<file path="config.mk">
export PLATFORM = sky130hd
export DESIGN_NAME = uart_rx_frame_ctrl
export DESIGN_NICKNAME = d
export VERILOG_FILES = /design/src/rtl/uart_frame_pkg.sv /design/src/rtl/uart_frame_buf.sv /design/src/rtl/uart_rx_frame_ctrl.sv
export SDC_FILE = /design/constraint.sdc
export NUM_CORES = 1
export LEC_CHECK = 0
export ABC_AREA = 1
export CELL_PAD_IN_SITES_DETAIL_PLACEMENT = 1
export CELL_PAD_IN_SITES_GLOBAL_PLACEMENT = 1
export CORE_ASPECT_RATIO = 1.4
export CORE_UTILIZATION = 23
export CTS_CLUSTER_DIAMETER = 40
export DETAILED_ROUTE_END_ITERATION = 10
export GPL_ROUTABILITY_DRIVEN = 0
export PLACE_DENSITY_LB_ADDON = 0.2
export REMOVE_ABC_BUFFERS = 1
export SYNTH_ARGS = -nofsm -noshare
export SYNTH_HDL_FRONTEND = slang
export SYNTH_SLANG_ARGS = --single-unit
</file>
<file path="constraint.sdc">
create_clock -name uart_sampling_clk -period 2.3 [get_ports uart_sampling_clk]
set_input_delay 0.46 -clock uart_sampling_clk [delete_from_list [all_inputs] [get_ports uart_sampling_clk]]
set_output_delay 0.46 -clock uart_sampling_clk [all_outputs]
set_load 0.02 [all_outputs]
</file>
<file path="src/rtl/uart_frame_pkg.sv">
// Shared definitions for the UART register-write frame receiver:
// FSM state encoding, abort cause codes and the default frame marker.
package uart_frame_pkg;

    typedef enum logic [2:0] {
        ST_HUNT    = 3'd0,
        ST_ADDR    = 3'd1,
        ST_LEN     = 3'd2,
        ST_PAYLOAD = 3'd3,
        ST_CHECK   = 3'd4,
        ST_DRAIN   = 3'd5
    } frame_state_t;

    localparam logic [1:0] ERR_NONE    = 2'd0;
    localparam logic [1:0] ERR_LEN     = 2'd1;
    localparam logic [1:0] ERR_CSUM    = 2'd2;
    localparam logic [1:0] ERR_TIMEOUT = 2'd3;

    localparam logic [7:0] SYNC_BYTE_DEFAULT = 8'hA5;

endpackage

</file>
<file path="src/rtl/uart_frame_buf.sv">
// Payload holding buffer: DEPTH x DATA_W register file with one synchronous
// write port and one asynchronous read port; out-of-range reads return zero.
module uart_frame_buf
    import uart_frame_pkg::*;
#(
    parameter int DEPTH  = 16,
    parameter int IDX_W  = 5,
    parameter int DATA_W = 8
) (
    input  logic              clk,
    input  logic              we,
    input  logic [IDX_W-1:0]  waddr,
    input  logic [DATA_W-1:0] wdata,
    input  logic [IDX_W-1:0]  raddr,
    output logic [DATA_W-1:0] rdata
);

    localparam int A_W = (DEPTH > 1) ? $clog2(DEPTH) : 1;

    logic [DATA_W-1:0] mem [DEPTH];

    always_ff @(posedge clk) begin
        if (we && (waddr < IDX_W'(DEPTH))) begin
            mem[waddr[A_W-1:0]] <= wdata;
        end
    end

    assign rdata = (raddr < IDX_W'(DEPTH)) ? mem[raddr[A_W-1:0]] : '0;

endmodule

</file>
<file path="src/rtl/uart_rx_frame_ctrl.sv">
// Turns the uart_receiver byte stream into checksum-verified register-write bursts:
// SYNC, ADDR, LEN, payload, CSUM; payload is replayed as write beats only after CSUM matches.
module uart_rx_frame_ctrl
    import uart_frame_pkg::*;
#(
    parameter int         MAX_LEN        = 16,
    parameter int         TIMEOUT_CYCLES = 5120,
    parameter logic [7:0] SYNC_BYTE      = SYNC_BYTE_DEFAULT
) (
    input  logic       uart_sampling_clk,
    input  logic       reset,
    input  logic       rx_valid,
    output logic       rx_ready,
    input  logic [7:0] rx_data,
    output logic       wr_valid,
    input  logic       wr_ready,
    output logic [7:0] wr_addr,
    output logic [7:0] wr_data,
    output logic       frame_done,
    output logic       frame_err,
    output logic [1:0] err_code,
    output logic       busy
);

    localparam int               IDX_W     = $clog2(MAX_LEN + 1);
    localparam int               GAP_W     = (TIMEOUT_CYCLES > 2) ? $clog2(TIMEOUT_CYCLES) : 1;
    localparam logic [7:0]       MAX_LEN_B = 8'(MAX_LEN);
    localparam logic [GAP_W-1:0] GAP_LIMIT = GAP_W'(TIMEOUT_CYCLES - 1);

    frame_state_t     state, state_nxt;
    logic [7:0]       base_addr;
    logic [7:0]       csum;
    logic [IDX_W-1:0] len;
    logic [IDX_W-1:0] idx;
    logic [IDX_W-1:0] buf_raddr;
    logic [GAP_W-1:0] gap_cnt;
    logic [7:0]       buf_rdata;
    logic             buf_we;

    logic             rx_accept;
    logic             beat;
    logic             in_frame;
    logic             timeout;
    logic             len_bad;
    logic             csum_ok;
    logic             idx_last;
    logic             err_set;
    logic [1:0]       err_nxt;
    logic             done_set;

    assign rx_accept = rx_valid && rx_ready;
    assign beat      = wr_valid && wr_ready;
    assign in_frame  = (state == ST_ADDR) || (state == ST_LEN) ||
                       (state == ST_PAYLOAD) || (state == ST_CHECK);
    // An accepted byte on the limit cycle takes precedence over the timeout.
    assign timeout   = in_frame && !rx_accept && (gap_cnt == GAP_LIMIT);
    assign len_bad   = (rx_data == 8'd0) || (rx_data > MAX_LEN_B);
    assign csum_ok   = (rx_data == csum);
    assign idx_last  = (idx == len - IDX_W'(1));
    assign buf_we    = (state == ST_PAYLOAD) && rx_accept;
    // During DRAIN the buffer is read one entry ahead so the next beat is ready on handshake.
    assign buf_raddr = (state == ST_DRAIN) ? idx + IDX_W'(1) : '0;

    uart_frame_buf #(
        .DEPTH  (MAX_LEN),
        .IDX_W  (IDX_W),
        .DATA_W (8)
    ) u_buf (
        .clk   (uart_sampling_clk),
        .we    (buf_we),
        .waddr (idx),
        .wdata (rx_data),
        .raddr (buf_raddr),
        .rdata (buf_rdata)
    );

    always_ff @(posedge uart_sampling_clk) begin
        if (reset) begin
            state <= ST_HUNT;
        end else begin
            state <= state_nxt;
        end
    end

    always_comb begin
        state_nxt = state;
        case (state)
            ST_HUNT: begin
                if (rx_accept && (rx_data == SYNC_BYTE)) state_nxt = ST_ADDR;
            end
            ST_ADDR: begin
                if (rx_accept)    state_nxt = ST_LEN;
                else if (timeout) state_nxt = ST_HUNT;
            end
            ST_LEN: begin
                if (rx_accept)    state_nxt = len_bad ? ST_HUNT : ST_PAYLOAD;
                else if (timeout) state_nxt = ST_HUNT;
            end
            ST_PAYLOAD: begin
                if (rx_accept && idx_last) state_nxt = ST_CHECK;
                else if (timeout)          state_nxt = ST_HUNT;
            end
            ST_CHECK: begin
                if (rx_accept)    state_nxt = csum_ok ? ST_DRAIN : ST_HUNT;
                else if (timeout) state_nxt = ST_HUNT;
            end
            ST_DRAIN: begin
                if (beat && idx_last) state_nxt = ST_HUNT;
            end
            default: state_nxt = ST_HUNT;
        endcase
    end

    always_comb begin
        rx_ready = (state != ST_DRAIN);
        busy     = (state != ST_HUNT);
        done_set = (state == ST_DRAIN) && beat && idx_last;
        err_set  = 1'b0;
        err_nxt  = ERR_NONE;
        if (timeout) begin
            err_set = 1'b1;
            err_nxt = ERR_TIMEOUT;
        end else if ((state == ST_LEN) && rx_accept && len_bad) begin
            err_set = 1'b1;
            err_nxt = ERR_LEN;
        end else if ((state == ST_CHECK) && rx_accept && !csum_ok) begin
            err_set = 1'b1;
            err_nxt = ERR_CSUM;
        end
    end

    always_ff @(posedge uart_sampling_clk) begin
        if (reset) begin
            base_addr  <= 8'd0;
            csum       <= 8'd0;
            len        <= '0;
            idx        <= '0;
            gap_cnt    <= '0;
            wr_valid   <= 1'b0;
            wr_addr    <= 8'd0;
            wr_data    <= 8'd0;
            frame_done <= 1'b0;
            frame_err  <= 1'b0;
            err_code   <= ERR_NONE;
        end else begin
            frame_done <= done_set;
            frame_err  <= err_set;
            if (err_set) err_code <= err_nxt;

            if (!in_frame || rx_accept || timeout) gap_cnt <= '0;
            else                                   gap_cnt <= gap_cnt + GAP_W'(1);

            case (state)
                ST_ADDR: begin
                    if (rx_accept) begin
                        base_addr <= rx_data;
                        csum      <= rx_data;
                    end
                end
                ST_LEN: begin
                    if (rx_accept && !len_bad) begin
                        len  <= rx_data[IDX_W-1:0];
                        csum <= csum ^ rx_data;
                        idx  <= '0;
                    end
                end
                ST_PAYLOAD: begin
                    if (rx_accept) begin
                        csum <= csum ^ rx_data;
                        idx  <= idx + IDX_W'(1);
                    end
                end
                ST_CHECK: begin
                    if (rx_accept && csum_ok) begin
                        idx      <= '0;
                        wr_valid <= 1'b1;
                        wr_addr  <= base_addr;
                        wr_data  <= buf_rdata;
                    end
                end
                ST_DRAIN: begin
                    if (beat) begin
                        if (idx_last) begin
                            wr_valid <= 1'b0;
                            idx      <= '0;
                        end else begin
                            idx     <= idx + IDX_W'(1);
                            wr_addr <= wr_addr + 8'd1;
                            wr_data <= buf_rdata;
                        end
                    end
                end
                default: ;
            endcase
        end
    end

endmodule
</file>
Word level (Yosys, flattened, before mapping)
Memory sizes are Yosys's and may differ from the RTL's. Cells that the tools add are included.

Input bits: 12. Bits in writable memories: 128. Bits in registers: 63. Memories: 1. Output and inout port bits: 23.

Memory list: u_buf.mem (words 16, width 8, read ports 1, clocked after Yosys merged registers in 0, write ports 1, line uart_frame_buf.sv:20) `logic [DATA_W-1:0] mem [DEPTH];`.

Equality and inequality tests: 19. Bitwise gates (word level): 1. Add/sub/neg operators: 4. Reduce and logical (&&, ||, !) cells: 41. Mux-type cells: 42. Order comparisons: 3.

Operators by type and width (count): 2-to-1 mux 8 bit (10); case mux 8 bit (2 select lines) (2); 2-to-1 mux 5 bit (6); 2-to-1 mux 3 bit (8); case mux 8 bit (3 select lines) (1); case mux 5 bit (4 select lines) (1); case mux 3 bit (6 select lines) (1); logical AND 1 bit (17); adder 13 x 1 -> 13 bit (second input constant) (1); equality test 13 bit (second input constant) (1); inequality test 2 bit (second input constant) (6); AND reduction 4 bit (3); < comparator 5 bit (second input constant) (2); adder 8 x 1 -> 8 bit (second input constant) (1); equality test 8 bit (1); equality test 8 bit (second input constant) (1); greater-than comparator 8 x 5 -> 1 bit (second input constant) (1); zero test 8 bit (1); 2-to-1 mux 1 bit (8); 2-to-1 mux 2 bit (4); XOR 8 bit (1); equality test 3 x 2 -> 1 bit (second input constant) (2); equality test 3 bit (second input constant) (2); logical OR 1 bit (6); 15 further kinds (23).

Logic depth before layout (Yosys ltp)
Gate-level depths: netlist of run 1.

Depth in word-level cells: 9. Depth in mapped cells: 15. Mapped depth without buffers: 15.

By module
A second synthesis of run 1 with hierarchy kept.

Cell total of the unflattened synthesis: 1025. Area total of the unflattened synthesis: 8881.0 µm².

By module, submodules not included: uart_frame_buf (area each 5535.3 µm², instances 1, sequential area each 3843.7 µm², cells an instance 530); uart_rx_frame_ctrl (area each 3345.7 µm², instances 1, sequential area each 1261.2 µm², cells an instance 495).

Least setup slack after synthesis of run 1
OpenSTA, ideal clock, no wires.

Path kind: reg2reg. Start: register idx[0]. End: memory u_buf.mem[15][0] (enable). Slack: 0.094 ns. Required time: 1.905 ns. Period minus slack after synthesis: 2.206 ns. Data arrival time: 1.811 ns. Path buffers: 0. Cell stages (with the launch flop): 6. Path through: dfxtp_1 > ha_1 > nand2_1 > inv_1 > nand2_1 > nor4_1.

Cells in the longest elaborated chain, start to end: 4.

Ends and longest elaborated chain: start, declared (line uart_rx_frame_ctrl.sv:34) `logic [IDX_W-1:0] idx;`; start signal, assigned (line uart_rx_frame_ctrl.sv:170) `idx <= idx + IDX_W'(1);`; start signal, assigned (line uart_rx_frame_ctrl.sv:187) `idx <= idx + IDX_W'(1);`; < comparator 5 bit (line uart_frame_buf.sv:23) `if (we && (waddr < IDX_W'(DEPTH))) begin`; logical AND 1 bit (line uart_frame_buf.sv:23); 2-to-1 mux 1 bit (line uart_frame_buf.sv:23); 2-to-1 mux 1 bit (not written as such) (line uart_frame_buf.sv:24) `mem[waddr[A_W-1:0]] <= wdata;`; end, declared (line uart_frame_buf.sv:20).

Parallel ways exist; a longest one is shown, timed or not.

Final worst setup path of run 1
Start: register state[2]. End: output rx_ready.

Cells in the longest elaborated chain, start to end: 1.

Ends and longest elaborated chain: start, declared (line uart_rx_frame_ctrl.sv:30) `frame_state_t state, state_nxt;`; start signal, assigned (line uart_rx_frame_ctrl.sv:81) `state <= state_nxt;`; inequality test 3 bit (line uart_rx_frame_ctrl.sv:115) `rx_ready = (state != ST_DRAIN);`; end, declared (line uart_rx_frame_ctrl.sv:13) `output logic rx_ready,`.

No other way between the ends.

==> parameters.txt, run 1 <==
Parameter                              Value

Clocking
  Number of buffers added by the clock tree synthesis step ... 17
  Cell at the root of the clock tree ... sky130_fd_sc_hd__clkbuf_16
  CTS clock-pin slew for the worst setup and hold paths ... roughly 0.080 ns
  Resized cells post-CTS ... 4
  Maximum number of buffers from clock root to sink ... 2
  Post CTS Setup Buffer Count ... 0
  CTS tree ... yes
  Insertion delay to the later sink of the worst-skew pair ... 0.47 ns
  Count of hold buffers inserted by post-cts repair ... 0
  Maximum level of the CTS H-tree ... 4
  Sink count of the clock tree ... 191

STA
  Fmax ... 454.6 MHz
  Rel. slew slack ... 0.7560
  Setup total negative slack ... 0 ns
  Count of pins over their slew limit ... 0
  Final count of hold timing violations ... 0
  Final worst-path cycle share ... 0.9564
  Worst setup slack after layout ... roughly 0.10 ns
  Worst clock skew on the final layout ... between 0.02 and 0.03 ns
  Worst slew pin tran ... 0.3626 ns
  Final worst path period need ... roughly 2.2 ns
  Total of endpoints with negative setup slack in the final report ... 0
  RSZ-0062 raised after global routing ... false
  Hold slack final ... 0.4522 ns

Route
  Drt initial violations ... 332
  Final routed wire length divided by cell count ... 17.82 µm
  Total iterations of the first detailed-routing run ... 7
  Post-detailed-route DRC marker count ... 3
  Antenna viol nets, final ... 0
  Via/cell ratio ... 4.449
  Wire length after detailed routing ... 27.67 mm
  Via count ... 6909

Power
  VDD IR-drop max ... around 0.39 mV
  Total power per unit cell area ... 640.2 nW/µm²
  Power after layout ... 6.917 mW
  Cell leakage power ... 4.315 nW

Synth
  Dominant combinational cell family by area after synthesis ... simple AND/OR/NAND/NOR gates
  Post-synth ARST share ... 0
  Largest area contributor in the netlist ... sky130_fd_sc_hd__edfxtp_1
  Number of enable-type register cells in the synthesized netlist ... 128
  Top cell type's share of synthesized area ... 0.4437
  Most common cell in the synthesized netlist ... sky130_fd_sc_hd__nand2_1
  Post-synthesis compound-gate area fraction ... 0.06239
  Number of synthesized register bits ... 191
  Most area-consuming cells after synthesis ... sky130_fd_sc_hd__edfxtp_1 44%, sky130_fd_sc_hd__dfxtp_1 15%, sky130_fd_sc_hd__nand2_1 11%
  Post-synthesis instance area ... 8663 µm²
  Most frequent cells after synthesis ... 257 x sky130_fd_sc_hd__nand2_1, 128 x sky130_fd_sc_hd__edfxtp_1, 119 x sky130_fd_sc_hd__nand3_1, 89 x sky130_fd_sc_hd__nor2_1, 86 x sky130_fd_sc_hd__inv_1
  Cells after Synth ... ~970
  Top_reg_cell synth ... sky130_fd_sc_hd__edfxtp_1
  Post-synthesis adder-cell area fraction ... 0.01011
  Warnings, synthesis ... 0
  Portion of netlist area occupied by mux cells ... 0
  Sequential element share of the synthesized area ... 0.5893
  Post-Synth XOR/XNOR Area ... 0.01719
  Mean post-synth cell area ... roughly 9 µm²
  Count of cell types in the netlist ... 36
  Synthesized-area fraction occupied by and/or/nand/nor cells ... 0.2543

Outcome
  Violated checks ... DRC
  Outcome ... complete, but fails checks

Critical path
  Kind of start point of the critical path ... register
  Endpoint class of the critical path ... primary output
  Register-to-register setup slack ... 0.18 ns
  R2R Path End ... wr_data[3]
  FF-to-FF Start ... idx[0]
  Critical path required time ... 1.84 ns
  Worst Setup EP ... rx_ready
  CP cell instances ... inv_2 -> nor2_2 -> nand2_4 -> buf_4 -> dlygate4sd2_1
  Arrival @ worst endpoint ... 1.74 ns
  Critical path origin ... state[2]
  Critical path start-end classification ... register to primary output
  Critical path's largest stage delay ... roughly 0.4 ns
  Maximum fanout along the worst path ... 12
  Worst Reg2Reg Path Length in Cells ... 12
  Cell with the largest stage delay on the worst path ... sky130_fd_sc_hd__dfxtp_4

Placement
  Pre-CTS WS ... -0.4808 ns
  Sum of net half-perimeters after detailed placement ... 20.24 mm
  Port buffer count ... 34
  Cell area after placement ... around 10000 µm²
  Cell total after placement ... approximately 1500

Global route
  Total track usage ... 0.1517
  Number of global-route vias before repair ... a little over 7000
  Remaining global-route overflow ... 0
  Largest net degree at the start of global routing ... 38
  Wire length of the first global-routing pass ... roughly 43 mm
  Antenna violations before repair ... 0

Hold path
  Min-Delay Path Class ... register to register

Finish
  Final Net Count ... between 1000 and 1500
  Final core area utilization ... 0.2931
  Fraction of layout instances using a drive strength above 1 ... 0.1464
  Filler-free cell count of the finished design ... 1553
  Layout Cell Area excl Fill ... about 11000 µm²
  Layout-stage area growth over the synthesis result ... 24.71%
  Count of inserted antenna diode cells ... 0
  Fill cell total of the finished layout ... 4264

Floorplan
  Die Span Y ... roughly 230 µm
  Number of placement rows ... 83
  Die Wd ... 166.0 µm
  Top-Level Pins ... 35
  Area of the die ... 38460 µm²
  Area of the placeable core ... between 30000 and 40000 µm²
  Starting utilization of the core area ... 0.2350

Job
  Max-cap violations ... 0
placed cells by master (no fill, tap or decap), types with 7 or more instances in the layout:
master	instances
sky130_fd_sc_hd__nor3_1	9
sky130_fd_sc_hd__ha_1	7
sky130_fd_sc_hd__dfxtp_1	61
sky130_fd_sc_hd__nand3b_1	7
sky130_fd_sc_hd__o21ai_0	36
sky130_fd_sc_hd__nand3_1	119
sky130_fd_sc_hd__clkbuf_16	17
sky130_fd_sc_hd__buf_4	83
sky130_fd_sc_hd__buf_12	8
sky130_fd_sc_hd__xnor2_1	7
sky130_fd_sc_hd__a21oi_1	45
sky130_fd_sc_hd__xor2_1	9
sky130_fd_sc_hd__clkdlybuf4s50_1	32
sky130_fd_sc_hd__edfxtp_1	128
sky130_fd_sc_hd__o21ai_1	11
sky130_fd_sc_hd__inv_2	13
sky130_fd_sc_hd__nor2_1	89
sky130_fd_sc_hd__nand2_1	257
sky130_fd_sc_hd__inv_1	86
metal layers:
metal,GRT usage,routed length (µm)
met4,0.07769,1057
met2,0.2801,14550
met1,0.1673,11510
met5,0,0
met3,0.02425,553
worst min-delay path by stage:
| stage | startpoint | to | slack [ns] | cells after the start |
|---|---|---|---|---|
| after global placement | gap_cnt[0] | gap_cnt[0] | 0.43 | 1 |
| final | gap_cnt[0] | gap_cnt[0] | 0.45 | 1 |
| after CTS | gap_cnt[0] | gap_cnt[0] | 0.46 | 1 |
| after floorplan | gap_cnt[0] | gap_cnt[0] | 0.42 | 1 |
| after global routing | gap_cnt[0] | gap_cnt[0] | 0.47 | 1 |
| after detailed placement | gap_cnt[0] | gap_cnt[0] | 0.44 | 1 |
area by class of cell:
| type | instances | area (µm²) | area share |
|---|---|---|---|
| Clock inverter | 14 | 156.4 | 0.01448 |
| Clock buffer | 17 | 425.4 | 0.03937 |
| Inverter | 102 | 382.9 | 0.03544 |
| Sequential cell | 191 | 5110 | 0.4730 |
| Timing Repair Buffer | 125 | 1125 | 0.1041 |
| Multi-Input combinational cell | 637 | 3020 | 0.2796 |
| Tap cell | 467 | 584.3 | 0.05408 |
power breakdown:
group	switching, mW	total (mW)	internal (mW)
registers	0.000800	3.65	3.65
logic	0.135	0.217	0.0824
clock network	1.43	3.05	1.62
sequential cells by signal, indices dropped and copies added, names as in the netlist:
register and cells:
u_buf.mem 128, wr_addr 8, len 5, wr_valid 1, idx 5, gap_cnt 13, base_addr 8, err_code 2
wr_data 8, frame_err 1, state 3, frame_done 1, csum 8
worst max-delay path, delay by kind of cell, from the launching register on:
kind / cells / cell delay, ns
buffers and inverters: 3 / 0.59
flip-flops: 1 / 0.40
AND/OR/NAND/NOR: 2 / 0.28
cell families after synthesis:
family	count (synthesis)
and+or+nand+nor	510
buffers and inverters	137
xor gates and xnor gates	17
adders and majority gates	7
DFF	191
AOI/OAI and AO/OA	103
(Power assumes the default switching activity.)
==> run 2, diff against run 1 <==
--- a/config.mk
+++ b/config.mk
@@ -15,6 +15,7 @@
 export GPL_ROUTABILITY_DRIVEN = 0
 export PLACE_DENSITY_LB_ADDON = 0.2
 export REMOVE_ABC_BUFFERS = 1
+export SETUP_SLACK_MARGIN = 0.2
 export SYNTH_ARGS = -nofsm -noshare
 export SYNTH_HDL_FRONTEND = slang
 export SYNTH_SLANG_ARGS = --single-unit
==> run 2 against run 1 <==
  * The run still ends with DRC left
  * Routed wire length up 1.7%
  * Clock power about the same
  * Clock skew about the same
  * Critical endpoint unchanged
  * Highest routed layer unchanged
==> parameters.txt, run 2 (synthesis gave the netlist of run 1 again) <==
Parameter                              Value

Critical path
  Critical path start-end classification ... register to primary output
  Kind of start point of the critical path ... register
  Register-to-register setup slack ... 0.32 ns (+0.14 ns)
  Critical path required time ... 1.84 ns (about the same)
  CP cell instances ... inv_2 -> nor2_4 -> nand2_4 -> buf_4 -> clkbuf_2
  Maximum fanout along the worst path ... 12 (unchanged)
  Critical path's largest stage delay ... 0.41 ns (about the same)
  Arrival @ worst endpoint ... 1.55 ns (-0.19 ns)
  Endpoint class of the critical path ... primary output
  Cell with the largest stage delay on the worst path ... sky130_fd_sc_hd__dfxtp_4

STA
  Worst clock skew on the final layout ... 0.02564 ns (+0.0004985 ns)
  Final count of hold timing violations ... 0 (unchanged)
  Final worst-path cycle share ... 0.8758 (-0.08056)
  Final worst path period need ... 2.014 ns (-0.1853 ns)
  Worst setup slack after layout ... 0.2856 ns (+0.1853 ns)
  Count of pins over their slew limit ... 0 (unchanged)
  Rel. slew slack ... 0.7592 (+0.003171)
  Worst slew pin tran ... 0.3579 ns (-0.004713 ns)
  Fmax ... 496.4 MHz (+9.2%)
  RSZ-0062 raised after global routing ... false
  Total of endpoints with negative setup slack in the final report ... 0 (unchanged)

Clocking
  Maximum number of buffers from clock root to sink ... 2 (unchanged)
  Insertion delay to the later sink of the worst-skew pair ... 0.47 ns (about the same)
  Cell at the root of the clock tree ... sky130_fd_sc_hd__clkbuf_16
  CTS tree ... yes
  Sink count of the clock tree ... 191 (unchanged)
  CTS clock-pin slew for the worst setup and hold paths ... 0.08 ns (about the same)
  Maximum level of the CTS H-tree ... 4 (unchanged)
  Number of buffers added by the clock tree synthesis step ... 17 (unchanged)

Floorplan
  Area of the placeable core ... 36870 µm² (unchanged)
  Die Span Y ... 231.6 µm (unchanged)
  Area of the die ... 38460 µm² (unchanged)
  Number of placement rows ... 83 (unchanged)
  Die Wd ... 166.0 µm (unchanged)
  Top-Level Pins ... 35 (unchanged)
  Starting utilization of the core area ... 0.2350 (unchanged)

Global route
  Wire length of the first global-routing pass ... 42.93 mm (about the same)
  Antenna violations before repair ... 0 (unchanged)
  Total track usage ... 0.1518 (about the same)
  Number of global-route vias before repair ... 7240 (+0.055%)
  Remaining global-route overflow ... 0 (unchanged)
  Largest net degree at the start of global routing ... 38 (unchanged)

Job
  Max-cap violations ... 0 (unchanged)

Finish
  Fill cell total of the finished layout ... 4252 (-0.28%)
  Layout-stage area growth over the synthesis result ... 27.73%
  Final Net Count ... 1101 (+0.73%)
  Storage element area ... 5119 µm² (+0.17%)
  Number of flip-flops under the largest register name ... 128 (unchanged)
  Most frequent cells in the layout ... 256 x sky130_fd_sc_hd__nand2_1, 128 x sky130_fd_sc_hd__edfxtp_1, 116 x sky130_fd_sc_hd__nand3_1, 86 x sky130_fd_sc_hd__inv_1
  Most common cell after layout, fill and taps aside ... sky130_fd_sc_hd__nand2_1
  Area used by multi-input combinational logic ... 3127 µm² (+3.5%)
  Final core area utilization ... 0.3002 (+0.007093)
  Fraction of layout instances using a drive strength above 1 ... 0.1709 (+0.02452)
  Count of inserted antenna diode cells ... 0 (unchanged)

Route
  Via/cell ratio ... 4.454 (+0.11%)
  Wire length after detailed routing ... 28.13 mm (+1.7%)
  Final routed wire length divided by cell count ... 18.02 µm (+1.2%)
  Drt initial violations ... 284 (-14%)
  Post-detailed-route DRC marker count ... 3 (unchanged)
  Antenna viol nets, final ... 0 (unchanged)
  Total iterations of the first detailed-routing run ... 7 (unchanged)
  Via count ... 6952 (+0.62%)

Power
  Total power per unit cell area ... 624.3 nW/µm² (-2.5%)
  VDD IR-drop max ... 0.3929 mV (+0.91%)
  Power after layout ... 6.908 mW (-0.12%)
  Cell leakage power ... 4.459 nW (+3.3%)

Placement
  Port buffer count ... 34 (unchanged)
  Sum of net half-perimeters after detailed placement ... 20.24 mm (unchanged)
  Pre-CTS WS ... -0.4808 ns (unchanged)

Outcome
  Violated checks ... DRC
  Outcome ... complete, but fails checks

Hold path
  Min-Delay Path Class ... primary input to register
-- run 2: per-stage QoR --
stage               area, µm²  hold slack, ns  TNS (ns)  instances
global placement        10180          0.4264    -11.74       1522
global route            11070          0.3949         0       1561
finish                  11070          0.3924         0       1561
floorplan                8468          0.4175         0        930
detailed placement      10180          0.4435    -12.75       1522
CTS                     10780          0.4584         0       1553
-- run 2: cell type report --
cell class	instances	area share
flip-flops and latches	191	0.4626
clock inverters	14	0.01413
well taps	467	0.05280
clock buffers	17	0.03844
inverters	102	0.03505
multi-input cells	637	0.2826
repair buffers	133	0.1144
-- run 2: final timing paths --
kind                    from               end  depth (start not counted)
hold / removal    rx_data[7]  u_buf.mem[15][7]                          2
hold reg to reg   gap_cnt[0]        gap_cnt[0]                          1
setup / recovery    state[2]          rx_ready                          5
setup reg to reg    state[1]        wr_data[2]                         13
-- run 2: what timing repair did --
action | in CTS | in global routing
setup buffers | 0 | 4
setup endpoints to repair | 27 | 42
hold buffers | 0 | 0
cloned | 0 | 4
gates resized for setup | 11 | 48
pin swaps | 0 | 11
-- run 2: report_power, final --
part / switching (mW) / total (mW) / internal (mW)
Combinational: 0.137 / 0.219 / 0.0816
Sequential: 0.000852 / 3.65 / 3.65
Clock: 1.42 / 3.04 / 1.62
Total: 1.56 / 6.91 / 5.35
-- run 2: worst max-delay path, delay by kind of cell, from the launching register on --
family	cells	cell delay (ns)
AND/OR/NAND/NOR	2	0.24
buffers and inverters	3	0.44
flip-flops	1	0.41
-- run 2: layer usage --
metal	GRT usage	part of all wire	wire length, µm
met2	0.2801	0.52	14720
met4	0.07769	0.039	1095
met3	0.02425	0.018	506
met1	0.1674	0.42	11810
met5	0	0	0
==> run 3, diff against run 2 <==
--- a/config.mk
+++ b/config.mk
@@ -12,7 +12,9 @@
 export CORE_UTILIZATION = 23
 export CTS_CLUSTER_DIAMETER = 40
 export DETAILED_ROUTE_END_ITERATION = 10
+export DONT_BUFFER_PORTS = 1
 export GPL_ROUTABILITY_DRIVEN = 0
+export MAX_ROUTING_LAYER = met4
 export PLACE_DENSITY_LB_ADDON = 0.2
 export REMOVE_ABC_BUFFERS = 1
 export SETUP_SLACK_MARGIN = 0.2
==> run 3 against run 2 <==
  * The flow still finishes with violations (DRC)
  * Die area did not move
  * Combinational power down 67%
  * First-iteration DRC count increased by 2.1%
  * Via count shrank 5.0%
  * Count of clock-buffer cells in the layout stayed put
  * Clock skew decreased by 0.0084 ns
  * Largest cell class unchanged
==> parameters.txt, run 3 (synthesis gave the netlist of run 1 again) <==
Parameter                              Value

STA
  Setup total negative slack ... 0 ns (unchanged)
  Worst setup slack after layout ... 0.3578 ns (+0.07221 ns)
  RSZ-0062 raised after global routing ... true
  Worst clock skew on the final layout ... 0.01724 ns (-0.008399 ns)
  Count of pins over their slew limit ... 0 (unchanged)
  Final count of hold timing violations ... 0 (unchanged)
  Final worst-path cycle share ... 0.8444 (-0.03140)
  Final worst path period need ... 1.942 ns (-0.07221 ns)
  Total of endpoints with negative setup slack in the final report ... 0 (unchanged)
  Hold slack final ... 0.05006 ns (-0.3424 ns)
  Worst slew pin tran ... 0.5148 ns (+0.1569 ns)
  Rel. slew slack ... 0.6536 (-0.1056)
  Fmax ... 514.9 MHz (+3.7%)

Floorplan
  Area of the die ... 38460 µm² (unchanged)
  Die Span Y ... 231.6 µm (unchanged)
  Area of the placeable core ... 36870 µm² (unchanged)
  Starting utilization of the core area ... 0.2350 (unchanged)
  Top-Level Pins ... 35 (unchanged)
  Die Wd ... 166.0 µm (unchanged)
  Number of placement rows ... 83 (unchanged)

Clocking
  CTS clock-pin slew for the worst setup and hold paths ... 0.08 ns (about the same)
  CTS tree ... yes
  Count of hold buffers inserted by post-cts repair ... 0 (unchanged)
  Sink count of the clock tree ... 191 (unchanged)
  Maximum level of the CTS H-tree ... 4 (unchanged)
  Number of buffers added by the clock tree synthesis step ... 17 (unchanged)
  Cell at the root of the clock tree ... sky130_fd_sc_hd__clkbuf_16
  Insertion delay to the later sink of the worst-skew pair ... 0.46 ns (about the same)
  Maximum number of buffers from clock root to sink ... 2 (unchanged)

Critical path
  Arrival @ worst endpoint ... 2.35 ns (+0.80 ns)
  Kind of start point of the critical path ... register
  Endpoint class of the critical path ... register
  Worst Reg2Reg Path Length in Cells ... 14 (+1)
  FF-to-FF Start ... state[1]
  Register-to-register setup slack ... 0.36 ns (+0.04 ns)
  R2R Path End ... wr_data[1]
  Critical path required time ... 2.70 ns (+0.86 ns)
  Cell family with most CP delay ... simple AND/OR/NAND/NOR gates
  Critical path origin ... state[1]
  Critical path's largest stage delay ... 0.37 ns (-0.04 ns)
  Critical path start-end classification ... register to register
  Total stage count of the critical path ... 14 (+9)
  Worst Setup EP ... wr_data[1]
  Maximum fanout along the worst path ... 33 (+21)
  Cell with the largest stage delay on the worst path ... sky130_fd_sc_hd__dfxtp_2
  Worst Path Buf+Inv ... 2 (-1)
  CP cell instances ... inv_2 -> nand2_2 -> nor2_4 -> nand2_2 -> buf_12 -> nand2_1 -> nand3_1 -> nand2_2 -> nand2_1 -> nand3_1 -> nand2_1 -> nor2_1 -> nor2_1 -> nor2_1

Route
  Final routed wire length divided by cell count ... 18.28 µm (+1.5%)
  Post-detailed-route DRC marker count ... 4 (+1)
  Total iterations of the first detailed-routing run ... 7 (unchanged)
  Drt initial violations ... 290 (+2.1%)
  Via/cell ratio ... 4.461 (+0.18%)
  Antenna viol nets, final ... 0 (unchanged)
  Via count ... 6603 (-5.0%)
  Wire length after detailed routing ... 27.06 mm (-3.8%)

Power
  VDD IR-drop max ... 0.3553 mV (-9.6%)
  Cell leakage power ... 4.007 nW (-10%)
  Power after layout ... 6.828 mW (-1.2%)
  Total power per unit cell area ... 666.6 nW/µm² (+6.8%)

Hold path
  Min-Delay Path Class ... primary input to register

Global route
  Largest net degree at the start of global routing ... 35 (-7.9%)
  Antenna violations before repair ... 0 (unchanged)
  Wire length of the first global-routing pass ... 41.48 mm (-3.4%)
  Remaining global-route overflow ... 0 (unchanged)
  Number of global-route vias before repair ... 6876 (-5.0%)
  Total track usage ... 0.1501 (-0.001628)

Finish
  Number of flip-flops under the largest register name ... 128 (unchanged)
  Fill cell total of the finished layout ... 4252 (unchanged)
  Final Net Count ... 1019 (-7.4%)
  Most frequent cells in the layout ... 255 x sky130_fd_sc_hd__nand2_1, 128 x sky130_fd_sc_hd__edfxtp_1, 118 x sky130_fd_sc_hd__nand3_1, 86 x sky130_fd_sc_hd__inv_1, 85 x sky130_fd_sc_hd__nor2_1
  Layout-stage area growth over the synthesis result ... 18.23%
  Final core area utilization ... 0.2778 (-0.02233)
  Fraction of layout instances using a drive strength above 1 ... 0.1313 (-0.03964)
  Count of inserted antenna diode cells ... 0 (unchanged)
  Most common cell after layout, fill and taps aside ... sky130_fd_sc_hd__nand2_1

Placement
  Pre-CTS WS ... 0.09696 ns (+0.5778 ns)
  Port buffer count ... 0 (-100%)
  Sum of net half-perimeters after detailed placement ... 18.35 mm (-9.3%)

Job
  Max-cap violations ... 0 (unchanged)

Outcome
  Outcome ... complete, but fails checks
  Violated checks ... DRC
==> run 3: changes by cell type in the layout (fill, tap and decap cells not counted), moves of 4 or more <==
cell	previous run	this run
sky130_fd_sc_hd__buf_4	84	41
sky130_fd_sc_hd__clkdlybuf4s50_1	24	0
sky130_fd_sc_hd__dlymetal6s2s_1	6	0
sky130_fd_sc_hd__o21ai_0	32	36
sky130_fd_sc_hd__o21ai_1	15	11
==> run 3: routing by layer <==
layer  global-route usage  wire, µm  up-vias
li1                     -         -     3268
met1               0.1572     11060     3243
met2               0.2840     14920       71
met3              0.02271       631       21
met4              0.05228       445        0
met5                    -         0        -
==> run 3: timing repair <==
action / CTS / global route
buffers inserted: 1 / 3
cloned: 0 / 2
endpoints found under the setup margin: 9 / 157
pin swaps: 1 / 4
gates resized for setup: 5 / 23
==> run 3: worst reg2reg max path, delay by kind of cell, from the launching register on <==
| kind | cells | cell delay (ns) |
|---|---|---|
| and+or+nand+nor | 12 | 1.23 |
| buffers and inverters | 2 | 0.30 |
| DFF | 1 | 0.37 |
==> run 3: power breakdown <==
part | internal, mW | total [mW] | switching, mW
clock | 1.64 | 3.10 | 1.46
sequential | 3.65 | 3.65 | 0.000837
combinational | 0.0229 | 0.0727 | 0.0498
total | 5.31 | 6.83 | 1.52
==> run 3: area by class of cell <==
cell class | instances | area (µm²) | share of cell area
clock buffers | 17 | 425.4 | 0.04153
repair buffers | 51 | 509.2 | 0.04972
well taps | 467 | 584.3 | 0.05705
flip-flops and latches | 191 | 5116 | 0.4995
clock inverters | 15 | 168.9 | 0.01649
multi-input cells | 637 | 3055 | 0.2983
inverters | 102 | 382.9 | 0.03738
==> run 3: worst min-delay path by stage <==
| stage | start | endpoint | slack, ns | depth (start not counted) |
|---|---|---|---|---|
| finish | reset | state[0] | 0.05 | 1 |
| global route | reset | state[1] | 0.03 | 1 |
| CTS | reset | state[1] | 0.02 | 1 |
| detailed placement | gap_cnt[0] | gap_cnt[0] | 0.44 | 1 |
| global placement | gap_cnt[0] | gap_cnt[0] | 0.43 | 1 |
| floorplan | gap_cnt[0] | gap_cnt[0] | 0.42 | 1 |
==> run 3: metrics by stage <==
stage	area, µm²	instances
after floorplan	8468	930
after global placement	9459	1442
after detailed placement	9459	1442
after CTS	10080	1475
after global routing	10240	1480
final	10240	1480
